===== src/rtl/step_clock_pkg.sv =====
// Shared state type and default constants for the TD4 step clock generator.
package step_clock_pkg;

  localparam int unsigned AUTO_DIV_DEFAULT = 100_000_000;
  localparam int unsigned DEBOUNCE_DEFAULT = 1_000_000;
  localparam int unsigned FAST_DIV_DEFAULT = 10_000_000;

  typedef enum logic [1:0] {
    S_IDLE = 2'd0,
    S_FIRE = 2'd1,
    S_HOLD = 2'd2
  } step_state_t;

endpackage


===== src/rtl/debouncer.sv =====
// Two-flop synchroniser plus hold-time debouncer for one raw board input.
// accept_c pulses on the edge where level takes its new value.
module debouncer
  import step_clock_pkg::*;
#(
  parameter int unsigned CYCLES = DEBOUNCE_DEFAULT
) (
  input  logic clk,
  input  logic rst,
  input  logic raw,
  output logic level,
  output logic accept_c
);

  localparam int unsigned CW = $clog2(CYCLES);
  localparam logic [CW-1:0] LAST = CW'(CYCLES - 1);

  logic          sync_q1;
  logic          sync_q2;
  logic [CW-1:0] cnt;

  always_ff @(posedge clk or posedge rst) begin
    if (rst) begin
      sync_q1 <= 1'b0;
      sync_q2 <= 1'b0;
    end else begin
      sync_q1 <= raw;
      sync_q2 <= sync_q1;
    end
  end

  assign accept_c = (sync_q2 != level) && (cnt == LAST);

  // Any return to the accepted level discards the accumulated hold time.
  always_ff @(posedge clk or posedge rst) begin
    if (rst) begin
      level <= 1'b0;
      cnt   <= '0;
    end else if (sync_q2 == level) begin
      cnt   <= '0;
    end else if (accept_c) begin
      level <= sync_q2;
      cnt   <= '0;
    end else begin
      cnt   <= cnt + CW'(1);
    end
  end

endmodule


===== src/rtl/step_clock_gen.sv =====
// TD4 CPU tick generator: free-running divider (auto) or one tick per step press (manual).
// Optional STEP_CLOCK_FAST_EN adds sw_fast and a second, faster auto rate.
module step_clock_gen
  import step_clock_pkg::*;
#(
  parameter int unsigned AUTO_DIV        = AUTO_DIV_DEFAULT,
  parameter int unsigned DEBOUNCE_CYCLES = DEBOUNCE_DEFAULT
`ifdef STEP_CLOCK_FAST_EN
  ,
  parameter int unsigned FAST_DIV        = FAST_DIV_DEFAULT
`endif
) (
  input  logic clk,
  input  logic rst,
  input  logic btn_step,
  input  logic sw_mode,
`ifdef STEP_CLOCK_FAST_EN
  input  logic sw_fast,
`endif
  output logic tick,
  output logic mode
);

`ifdef STEP_CLOCK_FAST_EN
  localparam int unsigned DIV_MAX = (FAST_DIV > AUTO_DIV) ? FAST_DIV : AUTO_DIV;
`else
  localparam int unsigned DIV_MAX = AUTO_DIV;
`endif
  localparam int unsigned DW = $clog2(DIV_MAX);

  logic          btn_db;
  logic          btn_acc_c;
  logic          mode_acc_c;
  logic          rate_acc_c;
  logic [DW-1:0] tc_c;

  step_state_t   state;
  step_state_t   state_n;
  logic [DW-1:0] div;
  logic [DW-1:0] div_n;
  logic          tick_n;

  debouncer #(.CYCLES(DEBOUNCE_CYCLES)) u_btn_db (
    .clk      (clk),
    .rst      (rst),
    .raw      (btn_step),
    .level    (btn_db),
    .accept_c (btn_acc_c)
  );

  debouncer #(.CYCLES(DEBOUNCE_CYCLES)) u_mode_db (
    .clk      (clk),
    .rst      (rst),
    .raw      (sw_mode),
    .level    (mode),
    .accept_c (mode_acc_c)
  );

`ifdef STEP_CLOCK_FAST_EN
  logic fast_db;

  debouncer #(.CYCLES(DEBOUNCE_CYCLES)) u_fast_db (
    .clk      (clk),
    .rst      (rst),
    .raw      (sw_fast),
    .level    (fast_db),
    .accept_c (rate_acc_c)
  );

  assign tc_c = fast_db ? DW'(FAST_DIV - 1) : DW'(AUTO_DIV - 1);
`else
  assign rate_acc_c = 1'b0;
  assign tc_c       = DW'(AUTO_DIV - 1);
`endif

  always_ff @(posedge clk or posedge rst) begin
    if (rst) begin
      state <= S_IDLE;
      div   <= '0;
      tick  <= 1'b0;
    end else begin
      state <= state_n;
      div   <= div_n;
      tick  <= tick_n;
    end
  end

  // A mode change overrides everything on its edge; btn level is taken post-update
  // so a button accepted on the same edge counts as already held.
  always_comb begin
    state_n = state;
    div_n   = div;
    tick_n  = 1'b0;
    if (mode_acc_c) begin
      div_n   = '0;
      state_n = (!mode && (btn_db ^ btn_acc_c)) ? S_HOLD : S_IDLE;
    end else if (!mode) begin
      state_n = S_IDLE;
      if (rate_acc_c) begin
        div_n = '0;
      end else if (div == tc_c) begin
        div_n  = '0;
        tick_n = 1'b1;
      end else begin
        div_n = div + DW'(1);
      end
    end else begin
      div_n = '0;
      case (state)
        S_IDLE: begin
          if (btn_db) begin
            state_n = S_FIRE;
            tick_n  = 1'b1;
          end
        end
        S_FIRE:  state_n = S_HOLD;
        S_HOLD:  if (!btn_db) state_n = S_IDLE;
        default: state_n = S_IDLE;
      endcase
    end
  end

endmodule


===== config.mk =====
export PLATFORM = sky130hd
export DESIGN_NAME = step_clock_gen
export DESIGN_NICKNAME = d
export VERILOG_FILES = /design/src/rtl/step_clock_pkg.sv /design/src/rtl/debouncer.sv /design/src/rtl/step_clock_gen.sv
export SDC_FILE = /design/constraint.sdc
export NUM_CORES = 1
export LEC_CHECK = 0
export BUFFER_PORTS_ARGS = -buffer_cell sky130_fd_sc_hd__buf_2
export CAP_MARGIN = 40
export CORE_ASPECT_RATIO = 1.5
export CORE_UTILIZATION = 55
export CTS_CLUSTER_SIZE = 14
export DETAILED_ROUTE_END_ITERATION = 12
export MAX_ROUTING_LAYER = met4
export PLACE_DENSITY = 0.7
export SLEW_MARGIN = 20
export SYNTH_ARGS = -nofsm -noshare
export SYNTH_HDL_FRONTEND = slang
export SYNTH_SLANG_ARGS = --single-unit

===== constraint.sdc =====
create_clock -name clk -period 3 [get_ports clk]
set_clock_uncertainty 0.2 [all_clocks]
set_input_delay 0 -clock clk [delete_from_list [all_inputs] [get_ports clk]]
set_output_delay 0 -clock clk [all_outputs]
set_load 0.01 [all_outputs]

* Yosys cells after proc, flatten, opt, wreduce, memory -nomap -nowiden *
Index checks and enable logic that the tools add are counted.

word-level totals
  register bits after elaboration = 76
  latch bits = 0
  RAM bits = 0
  ROM bits = 0
  output and inout port bits = 2
  memories kept = 0

cells by class
  $add $sub $neg = 3
  $mul = 0
  div/mod/pow operators = 0
  magnitude comparators = 0
  equal/unequal tests = 11
  shifts and indexed selects = 0
  muxes and demuxes = 18
  bitwise operators = 3
  reduce and logical (&&, ||, !) cells = 8

operator list
  operator               number
  $mux 27                3
  $mux 20                4
  $add 20x1->20 const B  2
  $eq 20x20->1 const B   2
  $add 27x1->27 const B  1
  $eq 27x27->1 const B   1
  $mux 2                 5
  $ne 4x4->1 const B     2
  $pmux 2 s3             1
  $reduce_and 2->1       3
  $mux 1                 5
  $logic_and 1x1->1      3
  $eq 1x1->1             2
  $eq 2x1->1 const B     1
  $eq 2x2->1 const B     1
  $logic_not 2->1        1
  $ne 1x1->1             2
  $not 1->1              2
  $logic_not 1->1        1
  $xor 1x1->1            1

* Depth between registers and ports, before layout *
Gate-level depths: netlist (run 1).

  word-level depth = 6
  mapped depth = 8
  depth with buffers taken out = 6

* Cells and area by module *
Synthesis (run 1) repeated with hierarchy kept, for this count alone.

unflattened totals
  cells, all modules = 398
  area total of the unflattened synthesis = 3,826.2 sq um

modules (own cells, without submodules)
  module          instances  cells an instance  area an instance (sq um)
  debouncer       2          116                1,114.8
  step_clock_gen  1          166                1,596.5

* Worst setup path before layout (run 1) *
Ideal clock, no wire load.

  path type = reg2reg
  start = register u_mode_db.cnt[0]
  end = register div[21]
  library setup time = 0.119 ns
  arrival = 1.771 ns
  setup slack = 0.910 ns
  cell stages (with the launch flop) = 8
  path buffers = 1
  cells stage by stage = dfrtp_1 -> ha_1 -> nand2_1 -> or4_4 -> o21bai_2 -> o21bai_4 -> buf_4 -> nor2_1

between the ends
  longest elaborated chain between the ends = 3

RTL lines
  item                      line                  text
  start: declaration        debouncer.sv:20       logic [CW-1:0] cnt;
  start signal: assignment  debouncer.sv:45       cnt <= cnt + CW'(1);
  $eq 20x20->1              debouncer.sv:32       assign accept_c = (sync_q2 != level) && (cnt == LAST);
  $logic_and 1x1->1         debouncer.sv:32
  $mux 27                   step_clock_gen.sv:94  if (mode_acc_c) begin
  via div_n[21]             step_clock_gen.sv:40  logic [DW-1:0] div_n;
  end signal: assignment    step_clock_gen.sv:83  div <= div_n;
  end: declaration          step_clock_gen.sv:39  logic [DW-1:0] div;

The timed path passes the listed nets, and every way through them passes these cells.
A chain may end at the register's enable or synchronous reset.

* Final worst setup path (run 1) *
  start = register div[12]
  end = register div[22]

between the ends
  longest elaborated chain between the ends = 4
  elaborated cells between the ends (all ways) = 5
  those cells by class = add/sub: 1; eq/ne: 1; mux: 3

RTL lines
  item                                           line                                          text
  $add 27x1->27 or $eq 27x27->1 (tied branches)  step_clock_gen.sv:105, step_clock_gen.sv:101
  $mux 27 (*)                                    step_clock_gen.sv:101                         end else if (div == tc_c) begin
  $mux 27 (*)                                    step_clock_gen.sv:97                          end else if (!mode) begin
  $mux 27 (*)                                    step_clock_gen.sv:94
  via div_n[22]                                  step_clock_gen.sv:40

The timed path passes the listed nets; every way through them passes the cells marked *.

==> results of run 1 <==
[flip-flops by register name, summed over array words and instances, names as in the netlist]
name,cells
state,2
u_btn_db.sync_q2,1
u_mode_db.sync_q2,1
u_btn_db.cnt,20
tick,1
u_mode_db.cnt,20
div,27
u_btn_db.sync_q1,1
u_btn_db.level,1
u_mode_db.level,1
u_mode_db.sync_q1,1
[worst min-delay path by stage]
stage,start,end,slack [ns],cells past startpoint
3_3_place_gp,rst,u_btn_db.sync_q1,-0.15,2
2_1_floorplan,btn_step,u_btn_db.sync_q1,-0.17,0
6_report,rst,u_btn_db.cnt[0],0.01,3
3_5_place_dp,rst,u_btn_db.cnt[0],-0.14,2
5_1_grt,rst,u_btn_db.sync_q1,0.06,3
4_1_cts,rst,u_btn_db.cnt[2],0.02,3
[placed cells by master (no fill, tap or decap), types with 2 or more instances in the layout]
| cell | instances |
|---|---|
| inv_1 | 10 |
| and3_1 | 5 |
| or4_1 | 2 |
| inv_2 | 2 |
| nand4_1 | 11 |
| nand3b_1 | 4 |
| a21oi_1 | 5 |
| dfrtp_1 | 76 |
| ha_1 | 3 |
| dlygate4sd3_1 | 3 |
| nor4b_1 | 2 |
| clkinv_2 | 3 |
| nor3_1 | 6 |
| nor2_1 | 77 |
| buf_4 | 3 |
| nand2_1 | 27 |
| nand3_1 | 29 |
| or3_4 | 2 |
| nand2b_1 | 2 |
| xor2_1 | 27 |
| a31oi_1 | 2 |
| nor3b_1 | 2 |
| buf_2 | 5 |
| clkbuf_8 | 10 |
| xnor2_1 | 31 |
| or3_1 | 3 |
| nor4_1 | 14 |
| and4_1 | 8 |
[layout make-up]
type	count	area share [%]
clock buffer	11	3.55
clock inverter	3	0.377
inverter	12	1.13
multi-input combinational	280	42.9
sequential	76	47.7
tap	76	2.39
timing repair buffer	11	1.95
[through the flow]
stage / worst slack, ns / instances / total power, uW
3_3_place_gp: 0.603 / 452 / 1110
4_1_cts: 0.578 / 469 / 1770
3_5_place_dp: 0.587 / 452 / 1110
2_1_floorplan: 0.862 / 378 / 1090
5_1_grt: 0.411 / 469 / 1820
6_report: 0.639 / 469 / 1740
[cells by family (layout without fill, tap and decap cells)]
family	Yosys count	count (layout)	share of synthesized area (%)
DFF	76	76	51.2
and+or+nand+nor	204	204	28.0
muxes	1	1	0.303
xor gates and xnor gates	58	58	13.7
AOI/OAI and AO/OA	14	14	2.93
adders and majority gates	3	3	1.01
buffers and inverters	22	37	2.86
[worst max-delay path: stages, from the launching register on]
cell	delay, ns
dfrtp_1	0.44
nor4_1	0.46
nand2_1	0.09
or3_1	0.53
o21bai_4	0.40
nor2_1	0.11
[layer usage]
metal / share of wire [%] / wire, microns
met1: 44 / 2910
met4: 2.1 / 141
met2: 51 / 3370
met3: 2.4 / 160
met5: 0 / 0
[power by group]
part | internal [uW] | switching [uW]
logic | 13.1 | 33.4
registers | 1030 | 9.38
clock network | 309 | 345
total | 1360 | 388
==> impl_metrics.py, run 1 <==
metrics = {
    "detailed_routing": {
        "routed_wl_microns": 6580,
        "drt_first_iter_violations": 149,
        "avgRoutedWirePerCell_microns": 14.0,
        "dr.pass1.iters": 4,
        "num_vias": 2620,
        "vias_per_cell": 5.59,
        "drtAntennaViolNets": 0,
        "route.detailed.drc": 0,
    },
    "final_layout": {
        "drive_above_1_share_pct": 8.65,
        "postLayoutCoreUtil_pct": 61.0,
        "multi_input_area_sq_um": 1710,
        "fin_nets": 397,
        "syn_to_final_growth_pct": 7.21,
        "register_area_sq_um": 1900,
        "diodes": 0,
        "num-fill-cells": 549,
        "stdcell_area_sq_um": 3980,
    },
    "clock_network": {
        "cts_sinks": 76,
        "clock_latency_ns": 0.35,
        "cts_buffers": 9,
        "postCtsHoldBufs": 3,
        "post-cts-setup-buffer-count": 0,
        "cts-root-buf": "clkbuf_8",
        "clk_pin_slew_ns": 0.07,
        "cts.path.max_buffers": 2,
        "cts_tree": "done",
        "cts_resized": 0,
        "htreeDepth": 3,
    },
    "synthesis": {
        "yosysWarnings": 0,
        "synth_flop_cell": "dfrtp_1",
        "synth.most_common_cell": "nor2_1",
        "synth_edf_count": 0,
        "ys_ff_latch": 76,
        "synth_common_cells": "nor2_1, dfrtp_1, xnor2_1",
        "synth_area_sq_um": 3720,
        "yosys.cell_types.count": 45,
        "yosysTopAreaCellShare_pct": 51.2,
        "syn_inst": 378,
        "syn_nets": 385,
        "synth.avg_cell_area_sq_um": 9.83,
        "yosysTopAreaCell": "dfrtp_1",
        "async_reset_ff_share_pct": 100,
        "ys_seq_area_share_pct": 51.2,
        "yosys-top-cells-area": "dfrtp_1, nor2_1, xnor2_1, xor2_1, nand3_1",
    },
    "setup_path": {
        "cp-end-kind": "register",
        "cp_max_fo": 16,
        "startpoint_type": "register",
        "rr_startpoint": "div[12]",
        "ff2ff_path_depth": 5,
        "path_class": "register to register",
        "setup.worst_path.start": "div[12]",
        "worst_ep_required_time_ns": 3.03,
        "r2r_end": "div[22]",
        "cp.arrival_ns": 2.39,
        "rrSetupSlack_ns": 0.64,
        "setup.worst_path.end": "div[22]",
    },
    "floorplan": {
        "row_count": 36,
        "io_pins": 6,
        "core_sq_um": 6530,
        "initial_core_util_pct": 56.9,
        "die_h_microns": 103,
        "dieArea_sq_um": 7100,
        "dieWidth_microns": 69.1,
    },
    "global_route": {
        "use_met2_pct": 36.8,
        "use_met1_pct": 25.8,
        "met3_usage_pct": 3.91,
        "track_usage_pct": 22.0,
        "busiest_layer": "met2",
        "gr-total-overflow": 0,
        "antenna_found_initial": 0,
        "grt_start_max_net_pins": 32,
        "grt_pass1_vias": 2655,
        "grt_pass1_wl_microns": 12000,
    },
    "timing": {
        "timing.fmax_mhz": 423,
        "fin_crit_sh_pct": 78.7,
        "fin_setup_tns_ns": 0,
        "fin_crit_ns": 2.36,
        "hold_viol_final": 0,
        "maxSlewViolCount": 0,
        "finalHoldWorstSlack_ns": 0.0104,
        "tightest_slew_ns": 0.698,
        "slew-limit-headroom_pct": 53.1,
        "final-setup-viol-count": 0,
        "rsz0062_at_grt": "no",
    },
    "flow_run": {
        "cap_violations": 0,
    },
    "place": {
        "io_buffers": 5,
        "place.detailed.hpwl_microns": 4620,
        "post_dp_cell_area_sq_um": 3800,
        "place_congestion": 0.826,
    },
    "min_path": {
        "hold_path_class": "input port to async pin",
    },
    "power": {
        "power.density_nw_per_um2": 438,
        "ir_drop_v": 0.000263,
        "p_leak_uw": 0.00169,
    },
    "outcome": {
        "status": "finished, final reports clean",
    },
}
Note: power is estimated with default switching activity, not from simulation.
==> inputs of run 2 (changes only) <==
--- a/config.mk
+++ b/config.mk
@@ -12,7 +12,7 @@
 export CTS_CLUSTER_SIZE = 14
 export DETAILED_ROUTE_END_ITERATION = 12
 export MAX_ROUTING_LAYER = met4
-export PLACE_DENSITY = 0.7
+export PLACE_DENSITY = 0.73
 export SLEW_MARGIN = 20
 export SYNTH_ARGS = -nofsm -noshare
 export SYNTH_HDL_FRONTEND = slang
==> constraint.sdc (replaced) <==
create_clock -name clk -period 2.1 [get_ports clk]
set_clock_uncertainty 0.2 [all_clocks]
set_input_delay 0 -clock clk [delete_from_list [all_inputs] [get_ports clk]]
set_output_delay 0 -clock clk [all_outputs]
set_load 0.01 [all_outputs]
==> impl_metrics.py, run 2 (synthesis results as in run 1) <==
metrics = {
    "setup_path": {
        "r2r_end": "tick",
        "path_class": "register to register",
        "cp_slowest_cell": "or3_4",
        "worst_ep_required_time_ns": 2.19,
        "setup.worst_path.end": "tick",
        "ff2ff_path_depth": 5,
        "startpoint_type": "register",
        "cp.arrival_ns": 2.11,
        "cp.depth": 5,
        "path_cells": "nor4_4 > nand2_1 > or3_4 > or3_4 > a21oi_2",
        "crit_family": "simple AND/OR/NAND/NOR gates",
        "setup.worst_path.start": "div[12]",
        "rrSetupSlack_ns": 0.08,
        "cpMostUsedCell": "or3_4",
        "rr_startpoint": "div[12]",
        "cp-end-kind": "register",
        "cp_slowest_stage_delay_ns": 0.44,
        "cp_max_fo": 5,
        "path_buf_inv": 0,
    },
    "clock_network": {
        "cts_buffers": 9,
        "cts_tree": "done",
        "cts-root-buf": "clkbuf_8",
        "clock_latency_ns": 0.35,
        "cts_sinks": 76,
        "post-cts-setup-buffer-count": 0,
        "cts.path.max_buffers": 2,
        "clk_pin_slew_ns": 0.07,
        "htreeDepth": 3,
    },
    "global_route": {
        "use_met2_pct": 39.7,
        "antenna_found_initial": 0,
        "use_met1_pct": 26.7,
        "busiest_layer": "met2",
        "grt_pass1_wl_microns": 12700,
        "track_usage_pct": 23.6,
        "grt_start_max_net_pins": 27,
        "met3_usage_pct": 6.26,
        "grt_pass1_vias": 2880,
        "gr-total-overflow": 0,
    },
    "timing": {
        "hold_viol_final": 0,
        "tightest_slew_ns": 0.620,
        "maxSlewViolCount": 0,
        "fin_setup_tns_ns": 0,
        "fin_crit_sh_pct": 96.4,
        "slew-limit-headroom_pct": 58.6,
        "fin_crit_ns": 2.02,
        "rsz0062_at_grt": "no",
        "final-setup-viol-count": 0,
        "timing.fmax_mhz": 494,
    },
    "final_layout": {
        "final_cells": 510,
        "layout_commonest_cell": "nor2_1",
        "syn_to_final_growth_pct": 19.2,
        "reg_top3": "div (27), u_btn_db.cnt (20), u_mode_db.cnt (20)",
        "regMostFlops": "div",
        "drive_above_1_share_pct": 18.9,
        "largest_register_ffs": 27,
        "final_cell_mix": "nor2_1, dfrtp_1, buf_4, xnor2_1, nand3_1",
        "diodes": 0,
        "fin_nets": 436,
    },
    "floorplan": {
        "row_count": 36,
        "core_sq_um": 6530,
        "dieArea_sq_um": 7100,
        "initial_core_util_pct": 56.9,
        "io_pins": 6,
        "die_h_microns": 103,
        "dieWidth_microns": 69.1,
    },
    "place": {
        "io_buffers": 5,
        "dp_cells": 491,
        "place.detailed.hpwl_microns": 5270,
        "place_congestion": 0.827,
    },
    "detailed_routing": {
        "dr.pass1.iters": 4,
        "routed_wl_microns": 7450,
        "drt_first_iter_violations": 162,
        "route.detailed.drc": 0,
        "vias_per_cell": 5.52,
        "num_vias": 2815,
        "avgRoutedWirePerCell_microns": 14.6,
        "drtAntennaViolNets": 0,
    },
    "power": {
        "p_leak_uw": 0.00191,
        "ir_drop_v": 0.000453,
        "power.density_nw_per_um2": 609,
    },
    "flow_run": {
        "cap_violations": 0,
    },
    "min_path": {
        "hold_path_class": "input port to async pin",
    },
    "outcome": {
        "status": "finished, final reports clean",
    },
}
-- run 2: cell types whose count changed in the layout (fill, tap and decap cells not counted), sizes merged --
cell / change
buf: +39
clkbuf: +4
clkinv: -3
bufinv: +1
clkinvlp: +1
inv: -1
-- run 2: where the power goes --
| group | switching [uW] | internal, uW |
|---|---|---|
| combinational | 58.3 | 38.0 |
| sequential | 9.37 | 1480 |
| clock | 500 | 617 |
| total | 568 | 2130 |
-- run 2: layout make-up --
class                      instances  area [sq um]
multi-input combinational        280          1780
timing repair buffer              50           408
clock inverter                     1          30.0
sequential                        76          1900
inverter                          12          48.8
fill                             494          2100
tap                               76          95.1
clock buffer                      15           166
-- run 2: metal layers --
metal / vias up / routed length, microns
met5: - / 0
li1: 1388 / -
met1: 1367 / 3140
met4: 0 / 165
met2: 46 / 3930
met3: 14 / 204
-- run 2: worst min path at each step --
stage | depth (start not counted) | slack, ns | end
after floorplan | 0 | -0.17 | u_btn_db.sync_q1
after global placement | 2 | -0.1 | div[19]
after global routing | 2 | 0.08 | u_mode_db.sync_q1
after detailed placement | 2 | -0.09 | div[17]
after CTS | 3 | 0.08 | div[17]
final | 3 | 0.06 | div[17]
-- run 2: worst register-to-register path, delay by kind of cell (launching register included) --
| kind | cells | cell delay [ns] |
|---|---|---|
| flip-flops | 1 | 0.43 |
| AO/OA/AOI/OAI | 1 | 0.13 |
| AND/OR/NAND/NOR | 4 | 1.20 |
-- run 2: stage by stage --
step                hold slack (ns)  area [sq um]  setup slack (ns)  utilization (%)  total power (uW)
floorplan                    -0.169          3720           0.00996                -              1560
global placement            -0.0983          4130            0.0845             63.3              1610
detailed placement          -0.0922          4130            0.0248             63.3              1610
CTS                          0.0764          4360            0.0234             66.8              2730
global route                 0.0829          4430           0.00996             67.8              2820
finish                       0.0622          4430            0.0761             67.8              2700
-- run 2: what timing repair did --
item / in CTS / in global routing
cloned: 0 / 0
hold buffers: 3 / 0
gates resized for setup: 1 / 11
pin swaps: 0 / 1
setup endpoints to repair: 2 / 36
endpoints found under the hold margin: 52 / 0
==> inputs of run 3 (changes only) <==
--- a/config.mk
+++ b/config.mk
@@ -11,6 +11,7 @@
 export CORE_UTILIZATION = 55
 export CTS_CLUSTER_SIZE = 14
 export DETAILED_ROUTE_END_ITERATION = 12
+export GPL_TIMING_DRIVEN = 0
 export MAX_ROUTING_LAYER = met4
 export PLACE_DENSITY = 0.73
 export SLEW_MARGIN = 20
==> impl_metrics.py, run 3 (synthesis results as in run 1) <==
metrics = {
    "floorplan": {
        "core_sq_um": 6530,
        "dieWidth_microns": 69.1,
        "die_h_microns": 103,
        "io_pins": 6,
        "initial_core_util_pct": 56.9,
        "row_count": 36,
        "dieArea_sq_um": 7100,
    },
    "detailed_routing": {
        "route.detailed.drc": 0,
        "drtAntennaViolNets": 0,
        "num_vias": 2860,
        "avgRoutedWirePerCell_microns": 14.7,
        "drt_first_iter_violations": 111,
        "vias_per_cell": 5.67,
        "routed_wl_microns": 7380,
        "dr.pass1.iters": 4,
    },
    "final_layout": {
        "final_cell_mix": "nor2_1, dfrtp_1, xnor2_1, nand2_1, nand3_1",
        "regMostFlops": "div",
        "fin_nets": 430,
        "final_cells": 504,
        "syn_to_final_growth_pct": 20.4,
        "drive_above_1_share_pct": 21.5,
        "reg_top3": "div (27), u_btn_db.cnt (20), u_mode_db.cnt (20)",
        "largest_register_ffs": 27,
        "layout_commonest_cell": "nor2_1",
        "postLayoutCoreUtil_pct": 68.5,
        "diodes": 0,
        "stdcell_area_sq_um": 4480,
    },
    "place": {
        "place.detailed.hpwl_microns": 4770,
        "dp_cells": 461,
        "place_congestion": 0.894,
        "post_dp_cell_area_sq_um": 3880,
        "io_buffers": 5,
    },
    "power": {
        "power.density_nw_per_um2": 651,
        "p_leak_uw": 0.00190,
        "ir_drop_v": 0.000520,
    },
    "clock_network": {
        "htreeDepth": 3,
        "clock_latency_ns": 0.35,
        "cts.path.max_buffers": 2,
        "clk_pin_slew_ns": 0.08,
        "cts-root-buf": "clkbuf_8",
        "cts_sinks": 76,
        "cts_tree": "done",
        "cts_buffers": 9,
    },
    "setup_path": {
        "path_class": "register to register",
        "cp.arrival_ns": 2.07,
        "startpoint_type": "register",
        "cp_slowest_stage_delay_ns": 0.54,
        "path_buf_inv": 0,
        "cp-end-kind": "register",
        "rr_startpoint": "u_btn_db.cnt[8]",
        "worst_ep_required_time_ns": 2.12,
        "setup.worst_path.start": "u_btn_db.cnt[8]",
        "path_cells": "or4_1 > nor3_2 > mux2_2 > o2bb2ai_1",
        "crit_family": "simple AND/OR/NAND/NOR gates",
        "cp_max_fo": 5,
        "cp_slowest_cell": "or4_1",
    },
    "outcome": {
        "status": "finished, final reports clean",
    },
    "timing": {
        "fin_crit_ns": 2.05,
        "fin_crit_sh_pct": 97.6,
        "hold_viol_final": 0,
        "slew-limit-headroom_pct": 66.5,
        "tightest_slew_ns": 0.499,
        "final-setup-viol-count": 0,
        "timing.fmax_mhz": 488,
        "maxSlewViolCount": 0,
        "rsz0062_at_grt": "yes",
    },
    "global_route": {
        "grt_pass1_vias": 2867,
        "antenna_found_initial": 0,
        "track_usage_pct": 23.6,
        "grt_pass1_wl_microns": 12900,
        "grt_start_max_net_pins": 35,
        "gr-total-overflow": 0,
    },
    "flow_run": {
        "cap_violations": 0,
    },
    "min_path": {
        "hold_path_class": "input port to register",
        "hp-start": "sw_mode",
    },
}
## run 3: cell types whose count changed in the layout (fill, tap and decap cells not counted), moves of 3 or more
cell,previous run,this run
nor2_2,0,3
clkbuf_1,4,0
dfrtp_1,76,71
buf_6,0,3
dfrtp_2,0,5
nor2_1,77,74
buf_4,39,26
buf_2,5,8
## run 3: per-layer routing
metal | wire [microns] | track usage (%)
met5 | 0 | -
met3 | 236 | 4.50
met1 | 3090 | 28.2
met4 | 176 | 11.8
met2 | 3880 | 38.7
## run 3: path summary, 6_finish.rpt
| kind | slack [ns] | depth (start not counted) | to |
|---|---|---|---|
| max | 0.05 | 4 | state[1] |
| min | 0.09 | 2 | u_mode_db.sync_q1 |
| min reg2reg | 0.15 | 0 | u_mode_db.sync_q2 |
| min in group asynchronous | 0.53 | 4 | u_btn_db.cnt[14] |
| max in group asynchronous | 0.47 | 6 | u_mode_db.cnt[12] |
| max reg2reg | 0.05 | 4 | state[1] |
## run 3: cell type report
| type | instances | area, sq um |
|---|---|---|
| Buffer | 6 | 45.0 |
| Clock buffer | 9 | 124 |
| Clock inverter | 7 | 115 |
| Fill cell | 486 | 2060 |
| Inverter | 12 | 48.8 |
| Multi-Input combinational cell | 280 | 1830 |
| Sequential cell | 76 | 1910 |
| Tap cell | 76 | 95.1 |
| Timing Repair Buffer | 38 | 312 |
## run 3: through the flow
stage	hold WS [ns]	setup WS (ns)	setup TNS [ns]	total power, uW
2_1_floorplan	-0.169	0.00996	0	1560
3_3_place_gp	-0.0908	-0.237	-6.45	1580
3_5_place_dp	-0.240	-0.256	-7.61	1590
4_1_cts	0.0813	0.00344	0	2930
5_1_grt	0.0826	-0.0592	-0.397	3020
6_report	0.0946	0.0495	0	2910
## run 3: where the power goes
part           internal [uW]  switching, uW  leakage [uW]
Clock                    785            548      0.000115
Sequential              1480           13.4       0.00103
Combinational           37.6           55.3      0.000756
Total                   2300            617       0.00190
## run 3: repair_timing
action                                  in CTS  in global routing
buffers inserted                             9                 17
hold buffers                                 4                  0
endpoints found under the setup margin      57                 56
hold endpoints to repair                    78                  0
pin swaps                                    2                  7
gates resized for setup                     14                 19
cloned                                       1                  0
